`config.mk`:
```
export PLATFORM = sky130hd
export DESIGN_NAME = hrfp_normalize_round_pipe
export DESIGN_NICKNAME = d
export VERILOG_FILES = /design/src/rtl/hrfp_normalize_round_pipe.sv
export SDC_FILE = /design/constraint.sdc
export NUM_CORES = 1
export LEC_CHECK = 0
export ABC_CLOCK_PERIOD_IN_PS = 10100
export BUFFER_PORTS_ARGS = -buffer_cell sky130_fd_sc_hd__buf_2
export CORE_MARGIN = 2
export CORE_UTILIZATION = 55
export CTS_CLUSTER_DIAMETER = 100
export DETAILED_ROUTE_END_ITERATION = 8
export GPL_TIMING_DRIVEN = 0
export PLACE_DENSITY = 0.82
export SYNTH_ARGS = -nofsm -noshare
export SYNTH_HDL_FRONTEND = slang
export SYNTH_SLANG_ARGS = --single-unit
```
`constraint.sdc`:
```
create_clock -name clk -period 10.1 [get_ports clk]
set_clock_uncertainty 0.05 [all_clocks]
set_input_delay 2.02 -clock clk [delete_from_list [all_inputs] [get_ports clk]]
set_output_delay 2.02 -clock clk [all_outputs]
set_load 0.02 [all_outputs]
```
`src/rtl/hrfp_normalize_round_pipe.sv`:
```
`default_nettype none
// +--------------------------------------------------------------------------+
// | Module   : hrfp_normalize_round_pipe                                     |
// | Purpose  : Two-stage HRFP normalise + round-to-nearest-even with a       |
// |            valid/ready pipeline and exponent overflow/underflow checks.  |
// | Revision : 1.0                                                           |
// +--------------------------------------------------------------------------+
module hrfp_normalize_round_pipe #(
  parameter int NDIG       = 8,
  parameter int OUT_DIGITS = 6,
  parameter int DIGIT_W    = 4,
  parameter int EXP_W      = 7
) (
  input  logic                             clk,
  input  logic                             rst,
  input  logic                             in_valid,
  output logic                             in_ready,
  input  logic                             in_sign,
  input  logic [EXP_W-1:0]                 in_exp,
  input  logic                             in_special,
  input  logic                             in_nan,
  input  logic [NDIG*DIGIT_W:0]            in_mant,
  output logic                             out_valid,
  input  logic                             out_ready,
  output logic                             out_sign,
  output logic [EXP_W-1:0]                 out_exp,
  output logic                             out_special,
  output logic                             out_nan,
  output logic [OUT_DIGITS*DIGIT_W-1:0]    out_mant,
  output logic                             out_underflow
);

  localparam int FW  = NDIG * DIGIT_W;
  localparam int MW  = FW + 1;
  localparam int OW  = OUT_DIGITS * DIGIT_W;
  localparam int LZW = $clog2(NDIG + 1);
  localparam int XW  = EXP_W + 2;

  // Bits strictly below the round bit; they feed the sticky OR.
  localparam logic [FW-1:0] LOW_MASK   = {FW{1'b1}} >> (OW + 1);
  localparam logic [OW-1:0] CARRY_MANT = {1'b1, {(OW-1){1'b0}}} >> (DIGIT_W - 1);
  localparam logic [EXP_W-1:0] EXP_MAX = {EXP_W{1'b1}};

  // Handshake
  logic s1_valid_q, s1_valid_d;
  logic s2_valid_q, s2_valid_d;
  logic s2_adv;
  logic in_fire;

  assign s2_adv   = !s2_valid_q || out_ready;
  assign in_ready = !s1_valid_q || s2_adv;
  assign in_fire  = in_valid && in_ready;

  // Stage 1 combinational: leading-zero digit count and shift
  logic [LZW-1:0] lz;
  logic           lz_found;
  logic [FW-1:0]  norm_frac;
  logic           norm_sticky;
  logic [XW-1:0]  norm_exp;

  always_comb begin
    lz       = LZW'(NDIG);
    lz_found = 1'b0;
    for (int i = 0; i < NDIG; i++) begin
      if (!lz_found && (in_mant[(NDIG-1-i)*DIGIT_W +: DIGIT_W] != '0)) begin
        lz       = LZW'(i);
        lz_found = 1'b1;
      end
    end
  end

  always_comb begin
    norm_frac   = in_mant[FW-1:0] << (lz * DIGIT_W);
    norm_sticky = 1'b0;
    norm_exp    = {2'b00, in_exp} - XW'(lz);
    if (in_mant[MW-1]) begin
      norm_frac   = FW'(in_mant >> DIGIT_W);
      norm_sticky = |in_mant[DIGIT_W-1:0];
      norm_exp    = {2'b00, in_exp} + XW'(1);
    end
    if (in_special) begin
      norm_exp = {2'b00, in_exp};
    end
  end

  // Stage 1 registers
  logic          s1_sign_q,    s1_sign_d;
  logic [XW-1:0] s1_exp_q,     s1_exp_d;
  logic          s1_special_q, s1_special_d;
  logic          s1_nan_q,     s1_nan_d;
  logic          s1_zero_q,    s1_zero_d;
  logic [FW-1:0] s1_frac_q,    s1_frac_d;
  logic          s1_sticky_q,  s1_sticky_d;

  always_comb begin
    s1_valid_d   = s1_valid_q;
    s1_sign_d    = s1_sign_q;
    s1_exp_d     = s1_exp_q;
    s1_special_d = s1_special_q;
    s1_nan_d     = s1_nan_q;
    s1_zero_d    = s1_zero_q;
    s1_frac_d    = s1_frac_q;
    s1_sticky_d  = s1_sticky_q;
    if (in_fire) begin
      s1_valid_d   = 1'b1;
      s1_sign_d    = in_sign;
      s1_exp_d     = norm_exp;
      s1_special_d = in_special;
      s1_nan_d     = in_special && in_nan;
      s1_zero_d    = (in_mant == '0);
      s1_frac_d    = norm_frac;
      s1_sticky_d  = norm_sticky;
    end else if (s2_adv) begin
      s1_valid_d = 1'b0;
    end
  end

  always_ff @(posedge clk) begin
    if (rst) begin
      s1_valid_q   <= 1'b0;
      s1_sign_q    <= 1'b0;
      s1_exp_q     <= '0;
      s1_special_q <= 1'b0;
      s1_nan_q     <= 1'b0;
      s1_zero_q    <= 1'b0;
      s1_frac_q    <= '0;
      s1_sticky_q  <= 1'b0;
    end else begin
      s1_valid_q   <= s1_valid_d;
      s1_sign_q    <= s1_sign_d;
      s1_exp_q     <= s1_exp_d;
      s1_special_q <= s1_special_d;
      s1_nan_q     <= s1_nan_d;
      s1_zero_q    <= s1_zero_d;
      s1_frac_q    <= s1_frac_d;
      s1_sticky_q  <= s1_sticky_d;
    end
  end

  // Stage 2 combinational: RNE rounding and final exponent checks
  logic [OW-1:0]    kept;
  logic             rnd_bit;
  logic             stk_bit;
  logic             rnd_inc;
  logic [OW:0]      rnd_sum;
  logic [OW-1:0]    rnd_mant;
  logic [XW-1:0]    rnd_exp;
  logic             res_sign;
  logic [EXP_W-1:0] res_exp;
  logic             res_special;
  logic             res_nan;
  logic [OW-1:0]    res_mant;
  logic             res_uf;

  always_comb begin
    kept    = s1_frac_q[FW-1 -: OW];
    rnd_bit = s1_frac_q[FW-OW-1];
    stk_bit = (|(s1_frac_q & LOW_MASK)) || s1_sticky_q;
    rnd_inc = rnd_bit && (stk_bit || kept[0]);
    rnd_sum = {1'b0, kept} + {{OW{1'b0}}, rnd_inc};
    if (rnd_sum[OW]) begin
      rnd_mant = CARRY_MANT;
      rnd_exp  = s1_exp_q + XW'(1);
    end else begin
      rnd_mant = rnd_sum[OW-1:0];
      rnd_exp  = s1_exp_q;
    end
  end

  // Priority: special pass-through, zero, underflow, overflow, normal.
  always_comb begin
    res_sign    = s1_sign_q;
    res_exp     = rnd_exp[EXP_W-1:0];
    res_special = 1'b0;
    res_nan     = 1'b0;
    res_mant    = rnd_mant;
    res_uf      = 1'b0;
    if (s1_special_q) begin
      res_exp     = s1_exp_q[EXP_W-1:0];
      res_special = 1'b1;
      res_nan     = s1_nan_q;
      res_mant    = '0;
    end else if (s1_zero_q) begin
      res_exp  = '0;
      res_mant = '0;
    end else if (rnd_exp[XW-1]) begin
      res_exp  = '0;
      res_mant = '0;
      res_uf   = 1'b1;
    end else if (rnd_exp[EXP_W]) begin
      res_exp     = EXP_MAX;
      res_special = 1'b1;
      res_mant    = '0;
    end
  end

  // Stage 2 registers drive the outputs directly
  logic             s2_sign_q,    s2_sign_d;
  logic [EXP_W-1:0] s2_exp_q,     s2_exp_d;
  logic             s2_special_q, s2_special_d;
  logic             s2_nan_q,     s2_nan_d;
  logic [OW-1:0]    s2_mant_q,    s2_mant_d;
  logic             s2_uf_q,      s2_uf_d;

  always_comb begin
    s2_valid_d   = s2_valid_q;
    s2_sign_d    = s2_sign_q;
    s2_exp_d     = s2_exp_q;
    s2_special_d = s2_special_q;
    s2_nan_d     = s2_nan_q;
    s2_mant_d    = s2_mant_q;
    s2_uf_d      = s2_uf_q;
    if (s2_adv) begin
      s2_valid_d = s1_valid_q;
      if (s1_valid_q) begin
        s2_sign_d    = res_sign;
        s2_exp_d     = res_exp;
        s2_special_d = res_special;
        s2_nan_d     = res_nan;
        s2_mant_d    = res_mant;
        s2_uf_d      = res_uf;
      end
    end
  end

  always_ff @(posedge clk) begin
    if (rst) begin
      s2_valid_q   <= 1'b0;
      s2_sign_q    <= 1'b0;
      s2_exp_q     <= '0;
      s2_special_q <= 1'b0;
      s2_nan_q     <= 1'b0;
      s2_mant_q    <= '0;
      s2_uf_q      <= 1'b0;
    end else begin
      s2_valid_q   <= s2_valid_d;
      s2_sign_q    <= s2_sign_d;
      s2_exp_q     <= s2_exp_d;
      s2_special_q <= s2_special_d;
      s2_nan_q     <= s2_nan_d;
      s2_mant_q    <= s2_mant_d;
      s2_uf_q      <= s2_uf_d;
    end
  end

  assign out_valid     = s2_valid_q;
  assign out_sign      = s2_sign_q;
  assign out_exp       = s2_exp_q;
  assign out_special   = s2_special_q;
  assign out_nan       = s2_nan_q;
  assign out_mant      = s2_mant_q;
  assign out_underflow = s2_uf_q;

endmodule
`default_nettype wire

```
==> impl_metrics.py <==
metrics = {
    "drt": {
        "wl_um": 18700,
        "drt-wirelength-per-cell_um": 20.8,
        "drt_iter0_markers": 617,
        "viasPerCell": 6.65,
        "detailroute.via_count": 5968,
        "dr.pass1.iters": 6,
        "drc": 0,
        "ant_nets": 0,
    },
    "critical_path": {
        "arrival_ns": 5.76,
        "criticalPathCategory": "in2reg",
        "crit_fanout": 10,
        "critPathCaptureType": "flip-flop",
        "cp-start-kind": "input pin",
        "required_ns": 10.34,
    },
    "finish": {
        "diodes": 0,
        "final_nets": 835,
        "register_area_um2": 1660,
        "multi_input_area_um2": 3290,
        "drive_gt1_share_pct": 15.9,
        "n_fill_cell": 840,
        "instances_no_fill": 897,
        "area_growth_pct": 14.4,
    },
    "power": {
        "ir_drop_mv": 0.0678,
        "power.internal_w": 0.000513,
        "leakage_nw": 2.22,
        "p_sw_w": 0.000252,
        "power.total_w": 0.000765,
        "combPwrFrac_pct": 18.6,
        "seqPwrFrac_pct": 47.6,
        "clockPowerShare_pct": 33.8,
        "p_per_area_nw_per_um2": 129,
        "p_sw_share_pct": 32.9,
    },
    "die": {
        "start_util_pct": 56.5,
        "fp.dieW_um": 101,
        "core_area_um2": 9200,
        "die_h_um": 101,
        "rows": 35,
        "io_pins": 84,
        "die_area_um2": 10200,
    },
    "global_route": {
        "grt_usage_pct": 37.5,
        "grt_overflow": 0,
        "grt_max_degree": 17,
        "antenna_found_initial": 0,
        "grt_pass1_vias": 5508,
        "grt_pass1_wl_um": 29600,
    },
    "clock_network": {
        "ctsHoldBuffers": 0,
        "numClockSinks": 83,
        "htree_levels": 3,
        "root_buffer": "clkbuf_8",
        "insertion_delay_ns": 0.38,
        "clock_path_buffers": 2,
        "postCtsSetupBuffers": 0,
        "cts-resized-gates": 0,
        "cts_inserted_buffers": 9,
        "cts.reportedPaths.clkPinSlew_ns": 0.10,
        "cts_tree": "built",
    },
    "status": {
        "status": "finished clean",
    },
    "yosys": {
        "synth_top_area_share_pct": 32.0,
        "yosys.area.top_type": "dfxtp_1",
        "async_reset_ff_share_pct": 0,
        "synth_nets": 743,
        "avgSynthCellArea_um2": 7.55,
        "synthCells": 689,
        "dominantRegCellSynth": "dfxtp_1",
        "post_synth_instance_area_um2": 5200,
        "ys_ff_latch": 83,
        "ys_seq_area_share_pct": 32.0,
        "synthTopCellsByArea": "dfxtp_1 32%, nand2_1 6.1%, o21ai_0 5.4%, a21oi_1 5.3%, nor2_1 5.1%",
        "synth_cell_types": 69,
        "synth_edf_count": 0,
        "ys_warn_count": 0,
    },
    "min_path": {
        "hold_path.class": "reg2reg",
    },
    "timing": {
        "timing.final.crit_share_pct": 54.6,
        "fmax_mhz": 181,
        "slew_viol_final": 0,
        "grt_setup_unrepaired": "no",
        "setup_viol": 0,
        "layout_min_cycle_time_ns": 5.52,
        "slew_headroom_pct": 19.8,
        "fin_setup_tns_ns": 0,
        "hold_viol": 0,
        "tightestPinTransition_ns": 1.19,
        "holdWs_ns": 0.401,
    },
    "placement": {
        "dpl.cell_count": 881,
        "io_buffers": 81,
        "gp_congestion": 1.07,
        "dp_hpwl_um": 14300,
    },
    "run": {
        "max-cap-violations": 0,
    },
}
final timing paths:
check	startpoint	endpoint	slack, ns	cells past startpoint
setup reg to reg	s1_frac_q[8]$_SDFFE_PP0P_	out_exp[1]$_SDFFE_PP0P_	6.81	9
setup / recovery	in_mant[12]	s1_exp_q[5]$_SDFFE_PP0P_	4.58	13
hold reg to reg	out_mant[8]$_SDFFE_PP0P_	out_mant[8]$_SDFFE_PP0P_	0.40	2
hold / removal	out_mant[8]$_SDFFE_PP0P_	out_mant[8]$_SDFFE_PP0P_	0.40	2
layout by cell type, fill, tap and decap left out, types with 4 or more instances in the layout:
master and count:
a211oi_1 21, a211o_1 5, dfxtp_1 83, ha_1 6, a31oi_1 7, nand2b_1 4, clkbuf_8 9, buf_2 83
clkbuf_1 34, o211ai_1 6, a221oi_1 17, nor2_1 70, a22oi_1 7, xnor2_1 17, inv_1 20, and3_1 10
a21oi_1 55, nand2_1 85, o21ai_0 56, nand3_1 25, nor4_1 15, xor2_1 12, mux2_2 6, nor2b_1 5
nor3_1 29, a221o_1 8, or4_1 7, nand4_1 13
area by class of cell:
type / instances / share of cell area [%]
plain buffers: 41 / 2.82
clock buffers: 9 / 2.08
multi-input cells: 544 / 55.2
flip-flops and latches: 83 / 27.9
inverters: 21 / 1.41
well taps: 111 / 2.33
repair buffers: 81 / 6.81
clock inverters: 7 / 1.39
power groups by stage:
stage / registers, W / logic (W) / clock network [W]
after global placement: 0.000369 / 0.000135 / 0
after global routing: 0.000366 / 0.000155 / 0.000275
after floorplan: 0.000371 / 0.0000784 / 0
after CTS: 0.000363 / 0.000138 / 0.000259
final: 0.000364 / 0.000143 / 0.000258
after detailed placement: 0.000371 / 0.000137 / 0
sequential cells by signal, indices dropped and copies added, names as in the netlist:
register	cells
s1_sticky_q	1
out_underflow	1
s1_valid_q	1
out_special	1
s1_special_q	1
s1_zero_q	1
out_nan	1
out_valid	1
out_sign	1
res_sign	1
s1_frac_q	32
out_exp	7
s1_exp_q	9
s1_nan_q	1
out_mant	24
worst max-delay path, stage by stage:
cell      delay, ns
buf_2          0.16
nor4_1         1.02
o211ai_1       0.22
a21oi_2        0.40
inv_1          0.14
buf_2          0.23
ha_1           0.30
a21oi_1        0.16
a31oi_1        0.08
o21ai_1        0.30
a21boi_0       0.16
or3_1          0.32
a311oi_1       0.24
stage by stage:
stage	utilization, %	instance area [µm²]	setup WS, ns
floorplan	-	5200	4.93
global placement	62.4	5740	4.34
detailed placement	62.4	5740	4.28
CTS	64.7	5950	4.67
global route	64.7	5950	4.20
finish	64.7	5950	4.58
synth_stat cells, types with 8 or more instances:
master    instances
a211oi_1         21
a21oi_1          55
a221o_1           8
a221oi_1         17
and3_1           10
clkbuf_1         34
dfxtp_1          83
inv_1            20
nand2_1          85
nand3_1          25
nand4_1          13
nor2_1           70
nor3_1           29
nor4_1           15
o21ai_0          56
xnor2_1          17
xor2_1           12
per-layer routing:
| layer | GRT usage [%] | routed length [µm] | up-vias |
|---|---|---|---|
| li1 | - | - | 2741 |
| met1 | 50.3 | 7760 | 2758 |
| met2 | 58.7 | 8420 | 385 |
| met3 | 7.32 | 1740 | 84 |
| met4 | 16.7 | 776 | 0 |
| met5 | 0 | 0 | - |
kinds of logic (layout without fill, tap and decap cells):
group	count (synthesis)	count (layout)	share of synthesized area, %
AOI/OAI and AO/OA	213	213	27.3
xor gates and xnor gates	29	29	4.89
adders and majority gates	8	8	2.05
buffers and inverters	62	159	4.84
DFF	83	83	32.0
muxes	12	12	2.53
and+or+nand+nor	282	282	26.5
No activity file was read; power rests on OpenSTA's default activity.
